<file path="src/rtl/byte_viewer.sv">
`default_nettype none
// +--------------------------------------------------------------------------+
// | Module   : byte_viewer                                                   |
// | Purpose  : Holds a 128-bit block; next/prev buttons step the shown byte. |
// | Revision : 1.0                                                           |
// +--------------------------------------------------------------------------+
module byte_viewer #(
  parameter int DEBOUNCE_CYCLES = 1000000,
  parameter int CNT_W           = 20
) (
  input  logic         clk,
  input  logic         rst,
  input  logic         load,
  input  logic [127:0] block_in,
  input  logic         btn_next,
  input  logic         btn_prev,
  output logic [7:0]   data_out,
  output logic [3:0]   index,
  output logic         valid
);

  localparam logic [CNT_W-1:0] c_cnt_max = CNT_W'(DEBOUNCE_CYCLES - 1);

  logic [1:0]   w_raw;
  logic [1:0]   w_press;
  logic [127:0] r_block;
  logic [3:0]   r_index;
  logic         r_valid;
  logic [3:0]   w_sel;

  assign w_raw = {btn_prev, btn_next};

  // Bit 0 is the next button, bit 1 the prev button.
  for (genvar gi = 0; gi < 2; gi++) begin : g_btn
    logic             r_s1;
    logic             r_s2;
    logic             r_stb;
    logic             r_stb_q;
    logic [CNT_W-1:0] r_cnt;

    always_ff @(posedge clk or negedge rst) begin
      if (!rst) begin
        r_s1    <= 1'b0;
        r_s2    <= 1'b0;
        r_stb   <= 1'b0;
        r_stb_q <= 1'b0;
        r_cnt   <= '0;
      end else begin
        r_s1    <= w_raw[gi];
        r_s2    <= r_s1;
        r_stb_q <= r_stb;
        if (r_s2 != r_stb) begin
          if (r_cnt == c_cnt_max) begin
            r_stb <= r_s2;
            r_cnt <= '0;
          end else begin
            r_cnt <= r_cnt + CNT_W'(1);
          end
        end else begin
          r_cnt <= '0;
        end
      end
    end

    assign w_press[gi] = r_stb & ~r_stb_q;
  end

  // A load wins over any press in the same cycle; simultaneous presses cancel.
  always_ff @(posedge clk or negedge rst) begin
    if (!rst) begin
      r_block <= '0;
      r_index <= 4'd0;
      r_valid <= 1'b0;
    end else if (load) begin
      r_block <= block_in;
      r_index <= 4'd0;
      r_valid <= 1'b1;
    end else if (w_press[0] && !w_press[1]) begin
      r_index <= r_index + 4'd1;
    end else if (w_press[1] && !w_press[0]) begin
      r_index <= r_index - 4'd1;
    end
  end

  // Index 0 is the most significant byte, so flip the index before scaling.
  assign w_sel    = ~r_index;
  assign data_out = r_block[{w_sel, 3'b000} +: 8];
  assign index    = r_index;
  assign valid    = r_valid;

endmodule
`default_nettype wire

</file>
<file path="config.mk">
export PLATFORM = sky130hd
export DESIGN_NAME = byte_viewer
export DESIGN_NICKNAME = d
export VERILOG_FILES = /design/src/rtl/byte_viewer.sv
export SDC_FILE = /design/constraint.sdc
export NUM_CORES = 1
export LEC_CHECK = 0
export CAP_MARGIN = 5
export CORE_UTILIZATION = 57
export DETAILED_ROUTE_END_ITERATION = 10
export GPL_TIMING_DRIVEN = 0
export PLACE_DENSITY = 0.86
export SLEW_MARGIN = 30
export SYNTH_ARGS = -nofsm -noshare
export SYNTH_HDL_FRONTEND = slang
export SYNTH_SLANG_ARGS = --single-unit
</file>
<file path="constraint.sdc">
create_clock -name clk -period 4.1 [get_ports clk]
set_input_delay 0.82 -clock clk [delete_from_list [all_inputs] [get_ports clk]]
set_output_delay 0.82 -clock clk [all_outputs]
set_load 0.03 [all_outputs]
</file>
==> flow_summary.yaml, run 1 <==
die:
  io_pins: 146
  die_h_um: 122.0
  die-area_um2: 14870
  initial_utilization_pct: 58.86
  rows: 43
  core-area_um2: 13930
  die_w_um: 122.0
drt:
  routed_wl_mm: 19.77
  drt-initial-drc-count: 459
  remaining_drc_errors: 0
  via_per_inst: 5.859
  ant_nets: 0
  vias: 5478
  wl_per_cell_um: 21.15
  drt_pass1_iterations: 5
setup_path:
  path_depth: 5
  crit_family: "buffers and inverters"
  worstSetupPathType: "flop to primary output"
  cpMaxStageDelayCell: "clkdlybuf4s50_1"
  cp-start-kind: "flop"
  r2r_cells: 7
  path_buf_inv: 3
  endpoint_kind: "primary output"
  path_common_cell: "mux4_2"
  crit_fanout: 10
  timing.critical_path.slowest_cell_delay_ns: 0.61
  required_ns: 3.28
  crit_chain: "clkbuf_1 -> clkbuf_2 -> mux4_2 -> mux4_2 -> clkdlybuf4s50_1"
  arrival_ns: 3.17
power_and_ir_drop:
  pwr-share-clk_pct: 42.4
  p_leak_nw: 4.243
  peakVddDrop_v: 0.0003124
  power.density_nw_per_um2: 405.7
  p_sw_mw: 0.9519
  seqPwrFrac_pct: 46.4
  p_sw_share_pct: 22.13
  p_comb_share_pct: 11.2
  p_int_mw: 3.350
yosys:
  syn_area_per_cell_um2: 14.24
  synth_top_area_share_pct: 55.23
  yosysSeqAreaShare_pct: 55.23
  yosys_warnings: 0
  synth_cell_type_count: 39
  synth_top_area_cell: "dfrtp_1"
  synth_area_um2: 8202
  synth_seq_cells: 181
  syn_nets: 714
  netlist_top_cells_area: "dfrtp_1, mux2_2, mux4_2, nor2_1, xnor2_1"
  synth_cells: 576
sta:
  totalNegativeSetupSlack_ns: 0
  slew_headroom_pct: 47.83
  setup_violations: 0
  post-route-period-util_pct: 97.31
  post-route-min-period_ns: 3.990
  hold_viol_final: 0
  rsz0062_at_grt: "no"
  max_freq_mhz: 250.6
  report.final.slew_viol_count: 0
  setup_slack_ns: 0.1103
  worst_pin_slew_ns: 0.7826
  finalClockSkew_ns: 0.005267
cells_and_area:
  syn2layout_area_growth_pct: 29.31
  drive_above_1_share_pct: 29.84
  finish.utilization_pct: 76.11
  final_common_cell: "dfrtp_1"
  most-common-layout-cells: "dfrtp_1, clkdlybuf4s50_1, mux2_2, mux4_2, nor2_1"
  instances_no_fill: 935
  fin_nets: 879
outcome:
  status: "finished clean"
global_routing:
  grt_pass1_wl_mm: 31.28
  track_usage_pct: 28.87
  grt_pass1_vias: 5848
  antenna_found_initial: 1
  grt-ovfl-total: 0
  grt_max_degree: 71
placement:
  dp.cells: 902
  dp_hpwl_mm: 14.00
  gp_congestion: 0.8417
  place_ws_ns: 0.3237
  port_buffers: 144
min_path:
  hp-class: "input pin to async pin"
run:
  maxCapViolations: 0
clocking:
  cts_setup_buffers: 0
  cts_hold_buf: 0
  insertion_delay_ns: 0.43
  cts-buffers-inserted: 17
  cts_max_level: 4
  clock_path_buffers: 2
  cts_tree: "yes"
  cts-root-buf: "clkbuf_16"
  cts_sinks: 181
  clk_pin_slew_ns: 0.07
sequential cells by signal, indices dropped and copies added, names as in the netlist:
name,flops
g_btn.r_s1,2
index,4
g_btn.r_stb,2
g_btn.r_cnt,40
r_block,128
g_btn.r_stb_q,2
valid,1
g_btn.r_s2,2
path summary, 6_finish.rpt:
| check | startpoint | endpoint | slack, ns |
|---|---|---|---|
| hold / removal | rst | r_block[28]$_DFFE_PN0P_ | 0.29 |
| setup / recovery | index[1]$_DFFE_PN0P_ | data_out[0] | 0.11 |
| setup reg to reg | index[1]$_DFFE_PN0P_ | index[2]$_DFFE_PN0P_ | 1.87 |
| min in group clk | g_btn[0].r_s1$_DFF_PN0_ | g_btn[0].r_s2$_DFF_PN0_ | 0.35 |
| hold reg to reg | g_btn[0].r_s1$_DFF_PN0_ | g_btn[0].r_s2$_DFF_PN0_ | 0.35 |
| max in group asynchronous | rst | r_block[67]$_DFFE_PN0P_ | 2.80 |
stage by stage:
step	instance area [µm²]	power (mW)	hold WS, ns
after floorplan	8202	2.236	0.3312
after global placement	9868	2.472	0.3353
after detailed placement	9928	2.505	0.3409
after CTS	10600	4.319	0.2959
after global routing	10600	4.441	0.3069
final	10610	4.302	0.2900
power by group through the flow:
stage / Combinational, mW / Sequential [mW] / Clock [mW]
floorplan: 0.241 / 2.00 / 0
global placement: 0.461 / 2.01 / 0
detailed placement: 0.482 / 2.02 / 0
CTS: 0.488 / 1.99 / 1.84
global route: 0.517 / 2.01 / 1.92
finish: 0.483 / 1.99 / 1.82
Yosys cell counts (all sizes together):
cell type,instances
or4,12
xnor2,12
and3,5
a21o,1
nor3,4
o21ai,13
nor2b,3
o31ai,6
nand4,2
ha,4
nand2b,2
nor2,30
nor4b,1
xor2,11
buf,9
clkbuf,23
mux2,131
or4b,1
and2,4
mux2i,2
nand3,20
dfrtp,181
nor4,3
a211oi,1
or3,10
fa,1
nand4b,1
inv,12
a21oi,18
mux4,40
nand2,12
or2,1
area by class of cell:
class                      instances  area [µm²]
sequential                       181        4529
multi-input combinational        351        3496
fill                             816        3329
timing repair buffer             146        1501
clock buffer                      20       466.7
tap                              180       225.2
clock inverter                    12       198.9
buffer                            32       140.1
inverter                          12       45.04
antenna                            1       2.502
cell families (layout without fill, tap and decap cells):
family | Yosys count | after routing | share of synthesized area, %
multiplexers | 173 | 173 | 29.21
other | 0 | 1 | 0
XOR/XNOR | 23 | 23 | 2.456
adder cells (fa/ha/maj) | 5 | 5 | 0.8543
flip-flops | 181 | 181 | 55.22
AND/OR/NAND/NOR | 111 | 111 | 7.338
AO/OA/AOI/OAI | 39 | 39 | 2.761
buffers and inverters | 44 | 222 | 2.151
routing by layer:
layer	vias to the layer above	share of wire, %	GRT usage, %
li1	2448	-	-
met1	2824	39	35.85
met2	178	52	49.26
met3	28	7.1	7.022
met4	0	2.3	10.19
met5	-	0	0
repair_timing:
item                                    4_1_cts  5_1_grt
resized for setup                             3        2
hold endpoints to repair                      0        0
endpoints found under the setup margin        8        7
worst register-to-register path: stages (launching register included):
cell      delay [ns]
dfrtp_1         0.39
clkbuf_1        0.41
clkbuf_2        0.37
inv_1           0.10
fa_1            0.42
xnor2_1         0.21
mux2i_1         0.10
nor2_1          0.13
(Power assumes the default switching activity.)
==> inputs of run 2 (changes only) <==
--- a/config.mk
+++ b/config.mk
@@ -6,6 +6,7 @@
 export NUM_CORES = 1
 export LEC_CHECK = 0
 export CAP_MARGIN = 5
+export CORE_ASPECT_RATIO = 1.1
 export CORE_UTILIZATION = 57
 export DETAILED_ROUTE_END_ITERATION = 10
 export GPL_TIMING_DRIVEN = 0
==> flow_summary.yaml, run 2 (synthesized netlist as in run 1, its figures left out) <==
global_routing:
  grt_max_degree: 73
  use_met3_pct: 8.794
  grtUsageMet1_pct: 34.15
  use_met2_pct: 50.09
  grt-ovfl-total: 0
  grt_busiest_layer: "met2"
  antenna_found_initial: 1
  track_usage_pct: 29.84
  grt_pass1_wl_mm: 32.15
  grt_pass1_vias: 6085
clocking:
  insertion_delay_ns: 0.43
  clk_pin_slew_ns: 0.07
  cts_hold_buf: 0
  cts_tree: "yes"
  cts_sinks: 181
  cts-root-buf: "clkbuf_16"
  cts_max_level: 4
  clock_path_buffers: 2
  cts-buffers-inserted: 17
min_path:
  hp-class: "input pin to async pin"
drt:
  vias: 5578
  drt-initial-drc-count: 372
  drt_pass1_iterations: 4
  via_per_inst: 5.921
  wl_per_cell_um: 21.39
  ant_nets: 0
  remaining_drc_errors: 0
  routed_wl_mm: 20.15
power_and_ir_drop:
  pwr-share-clk_pct: 38.2
  p_int_mw: 3.085
  power.density_nw_per_um2: 382.6
  p_leak_nw: 4.185
  p_sw_mw: 0.9361
  p_comb_share_pct: 12.1
  seqPwrFrac_pct: 49.7
  p_sw_share_pct: 23.28
  peakVddDrop_v: 0.0003009
setup_path:
  required_ns: 3.28
  crit_chain: "buf_2 -> buf_4 -> mux4_2 -> mux4_2 -> clkdlybuf4s50_1"
  timing.critical_path.slowest_cell_delay_ns: 0.64
  path_common_cell: "mux4_2"
  r2r_cells: 5
  arrival_ns: 3.16
  crit_fanout: 10
  rr_endpoint: "g_btn[1].r_cnt[8]$_DFF_PN0_"
  r2r_start: "g_btn[1].r_cnt[15]$_DFF_PN0_"
  cp-start-kind: "flop"
  reg2reg_setup_slack_ns: 1.92
  critPathLaunch: "index[0]$_DFFE_PN0P_"
  cpMaxStageDelayCell: "clkdlybuf4s50_1"
  endpoint_kind: "primary output"
  worstSetupPathType: "flop to primary output"
cells_and_area:
  drive_above_1_share_pct: 29.71
  final_area_um2: 10510
  largest_reg_flops: 128
  syn2layout_area_growth_pct: 28.13
  finish.utilization_pct: 75.56
  most-common-layout-cells: "dfrtp_1, clkdlybuf4s50_1, mux2_2, mux4_2, nor2_1"
  num_antenna_cells: 0
  fillCellCount: 860
  fin_nets: 879
  top_register: "r_block"
  final_common_cell: "dfrtp_1"
die:
  core-area_um2: 13910
  die_w_um: 116.4
  rows: 45
  initial_utilization_pct: 58.97
  die-area_um2: 14870
  io_pins: 146
  die_h_um: 127.8
placement:
  place_area_um2: 9938
  port_buffers: 144
  gp_congestion: 0.8434
  dp_hpwl_mm: 14.81
sta:
  slew_headroom_pct: 47.64
  max_freq_mhz: 251.1
  worst_pin_slew_ns: 0.7854
  setup_violations: 0
  hold_viol_final: 0
  report.final.slew_viol_count: 0
  holdWs_ns: 0.3169
  post-route-period-util_pct: 97.14
  finalClockSkew_ns: 0.007573
  rsz0062_at_grt: "no"
  post-route-min-period_ns: 3.983
run:
  maxCapViolations: 0
outcome:
  status: "finished clean"
## run 2: cell count changes in the layout (fill, tap and decap cells not counted), sizes merged
cell and delta:
bufinv -4, clkinvlp +3, buf +1, clkbuf -1, diode -1, inv +1
## run 2: what timing repair did
item	in CTS	in global routing
resized for setup	5	1
buffers inserted	0	0
endpoints found under the setup margin	8	3
## run 2: metal layers
metal	wire (µm)	part of all wire [%]	up-vias
met2	10480	52	197
met1	7157	36	2872
met4	812	4.0	2
met3	1688	8.4	64
li1	-	-	2443
met5	12	0.060	-
## run 2: cell type report
type	count	area [µm²]	area share [%]
Sequential cell	181	4529	43.10
Multi-Input combinational cell	351	3496	33.27
Timing Repair Buffer	146	1501	14.29
Clock buffer	20	456.7	4.346
Tap cell	188	235.2	2.238
Buffer	32	142.6	1.357
Clock inverter	12	102.6	0.9763
Inverter	12	45.04	0.4286
## run 2: worst max-delay path, delay by kind of cell (launching register included)
kind     cells  cell delay, ns
flops        1            0.38
mux          2            1.11
buf+inv      3            1.23
## run 2: power groups by stage
stage	Sequential, mW	Combinational (mW)	Clock (mW)
final	2.00	0.488	1.54
after global routing	2.01	0.522	1.63
after CTS	1.99	0.492	1.56
after detailed placement	2.02	0.486	0
after global placement	2.01	0.461	0
after floorplan	2.00	0.241	0
## run 2: worst max-delay path by stage
stage | depth (start not counted) | slack, ns | to
5_1_grt | 5 | 0.02 | data_out[2]
4_1_cts | 5 | 0.06 | data_out[2]
2_1_floorplan | 4 | 1.07 | data_out[4]
3_3_place_gp | 1 | -4.71 | g_btn[0].r_cnt[9]$_DFF_PN0_
6_report | 5 | 0.12 | data_out[2]
3_5_place_dp | 5 | 0.41 | data_out[2]
## run 2: metrics by stage
stage                     setup WS, ns  setup TNS [ns]  std cells  total power, mW
final                           0.1173               0        942            4.021
after global routing           0.01875               0        942            4.162
after CTS                      0.06001               0        942            4.046
after detailed placement        0.4064               0        910            2.511
after global placement          -4.709         -850.41        908            2.473
after floorplan                  1.073               0        576            2.236
==> inputs of run 3 (changes only) <==
==> constraint.sdc (replaced) <==
create_clock -name clk -period 4.1 [get_ports clk]
set_input_delay 0.82 -clock clk [delete_from_list [all_inputs] [get_ports clk]]
set_output_delay 0.82 -clock clk [all_outputs]
set_load 0.02 [all_outputs]
==> flow_summary.yaml, run 3 (synthesized netlist as in run 1, its figures left out) <==
outcome:
  status: "finished clean"
sta:
  report.final.slew_viol_count: 0
  setup_slack_ns: 0.1503
  finalClockSkew_ns: 0.006442
  rsz0062_at_grt: "no"
  post-route-min-period_ns: 3.950
  worst_pin_slew_ns: 0.7438
  holdWs_ns: 0.3201
  slew_headroom_pct: 50.41
  post-route-period-util_pct: 96.34
  setup_violations: 0
  hold_viol_final: 0
  max_freq_mhz: 253.2
die:
  initial_utilization_pct: 58.97
  die-area_um2: 14870
  rows: 45
  die_h_um: 127.8
  io_pins: 146
  core-area_um2: 13910
  die_w_um: 116.4
setup_path:
  path_depth: 5
  reg2reg_setup_slack_ns: 1.92
  worstSetupPathType: "flop to primary output"
  cpMaxStageDelayCell: "clkdlybuf4s50_1"
  path_buf_inv: 3
  arrival_ns: 3.13
  crit_chain: "buf_2 -> buf_2 -> mux4_2 -> mux4_2 -> clkdlybuf4s50_1"
  cp-start-kind: "flop"
  timing.critical_path.slowest_cell_delay_ns: 0.58
  r2r_cells: 5
  endpoint_kind: "primary output"
  crit_fanout: 10
  crit_family: "buffers and inverters"
  required_ns: 3.28
drt:
  via_per_inst: 5.908
  drt_pass1_iterations: 4
  routed_wl_mm: 20.18
  ant_nets: 0
  drt-initial-drc-count: 331
  remaining_drc_errors: 0
  wl_per_cell_um: 21.42
  vias: 5565
global_routing:
  antenna_found_initial: 1
  grt_pass1_vias: 6082
  grt_pass1_wl_mm: 32.24
  track_usage_pct: 29.93
  grt_max_degree: 73
  grt-ovfl-total: 0
placement:
  dp_hpwl_mm: 14.81
  dp.cells: 910
  port_buffers: 144
  gp_congestion: 0.8434
  place_ws_ns: 0.4604
power_and_ir_drop:
  p_leak_nw: 4.186
  power.density_nw_per_um2: 382.4
  p_total_mw: 4.017
  peakVddDrop_v: 0.0003016
cells_and_area:
  largest_reg_flops: 128
  fin_nets: 879
  syn2layout_area_growth_pct: 28.10
  final_common_cell: "dfrtp_1"
  drive_above_1_share_pct: 29.71
  finish.utilization_pct: 75.55
  most-common-layout-cells: "dfrtp_1, clkdlybuf4s50_1, mux2_2, mux4_2, nor2_1"
  top_register: "r_block"
  num_antenna_cells: 0
  instances_no_fill: 942
clocking:
  insertion_delay_ns: 0.43
  cts_max_level: 4
  cts-buffers-inserted: 17
  cts_tree: "yes"
  cts_sinks: 181
  clk_pin_slew_ns: 0.07
  clock_path_buffers: 2
  cts-root-buf: "clkbuf_16"
min_path:
  hp-class: "input pin to async pin"
run:
  maxCapViolations: 0
==> run 3: cell counts in the layout (fill, tap and decap cells not counted) <==
No cell type changed its count.
==> run 3: worst paths after layout <==
check | startpoint | end
setup reg to reg | g_btn[1].r_cnt[15]$_DFF_PN0_ | g_btn[1].r_cnt[10]$_DFF_PN0_
hold reg to reg | g_btn[0].r_s1$_DFF_PN0_ | g_btn[0].r_s2$_DFF_PN0_
setup / recovery | index[0]$_DFFE_PN0P_ | data_out[2]
max in group asynchronous | rst | g_btn[0].r_cnt[12]$_DFF_PN0_
hold / removal | rst | r_block[60]$_DFFE_PN0P_
min in group clk | g_btn[0].r_s1$_DFF_PN0_ | g_btn[0].r_s2$_DFF_PN0_
==> run 3: layout make-up <==
cell class              instances  area (µm²)
plain buffers                  32       140.1
clock buffers                  20       456.7
clock inverters                12       102.6
fillers                       863        3401
inverters                      12       45.04
multi-input cells             351        3496
flip-flops and latches        181        4529
well taps                     188       235.2
repair buffers                146        1501
==> run 3: power breakdown <==
group / switching (mW) / internal, mW
clock: 0.674 / 0.865
sequential: 0.0771 / 1.92
combinational: 0.182 / 0.300
==> run 3: per-layer routing <==
layer / vias to the layer above / global-route usage (%) / part of all wire (%)
met5: - / 0 / 0.059
met4: 2 / 16.21 / 3.8
met3: 57 / 9.125 / 8.3
met2: 202 / 50.02 / 52
met1: 2857 / 34.21 / 36
li1: 2447 / - / -
==> run 3: timing repair <==
item                       4_1_cts  5_1_grt
hold buffers                     0        0
setup buffers                    0        0
setup endpoints to repair        2        8
gates resized for setup          3        3
cloned                           0        0
==> run 3: stage by stage <==
step / TNS [ns] / area, µm²
4_1_cts: 0 / 10500
6_report: 0 / 10510
3_5_place_dp: 0 / 9938
3_3_place_gp: -850.41 / 9878
5_1_grt: 0 / 10510
2_1_floorplan: 0 / 8202
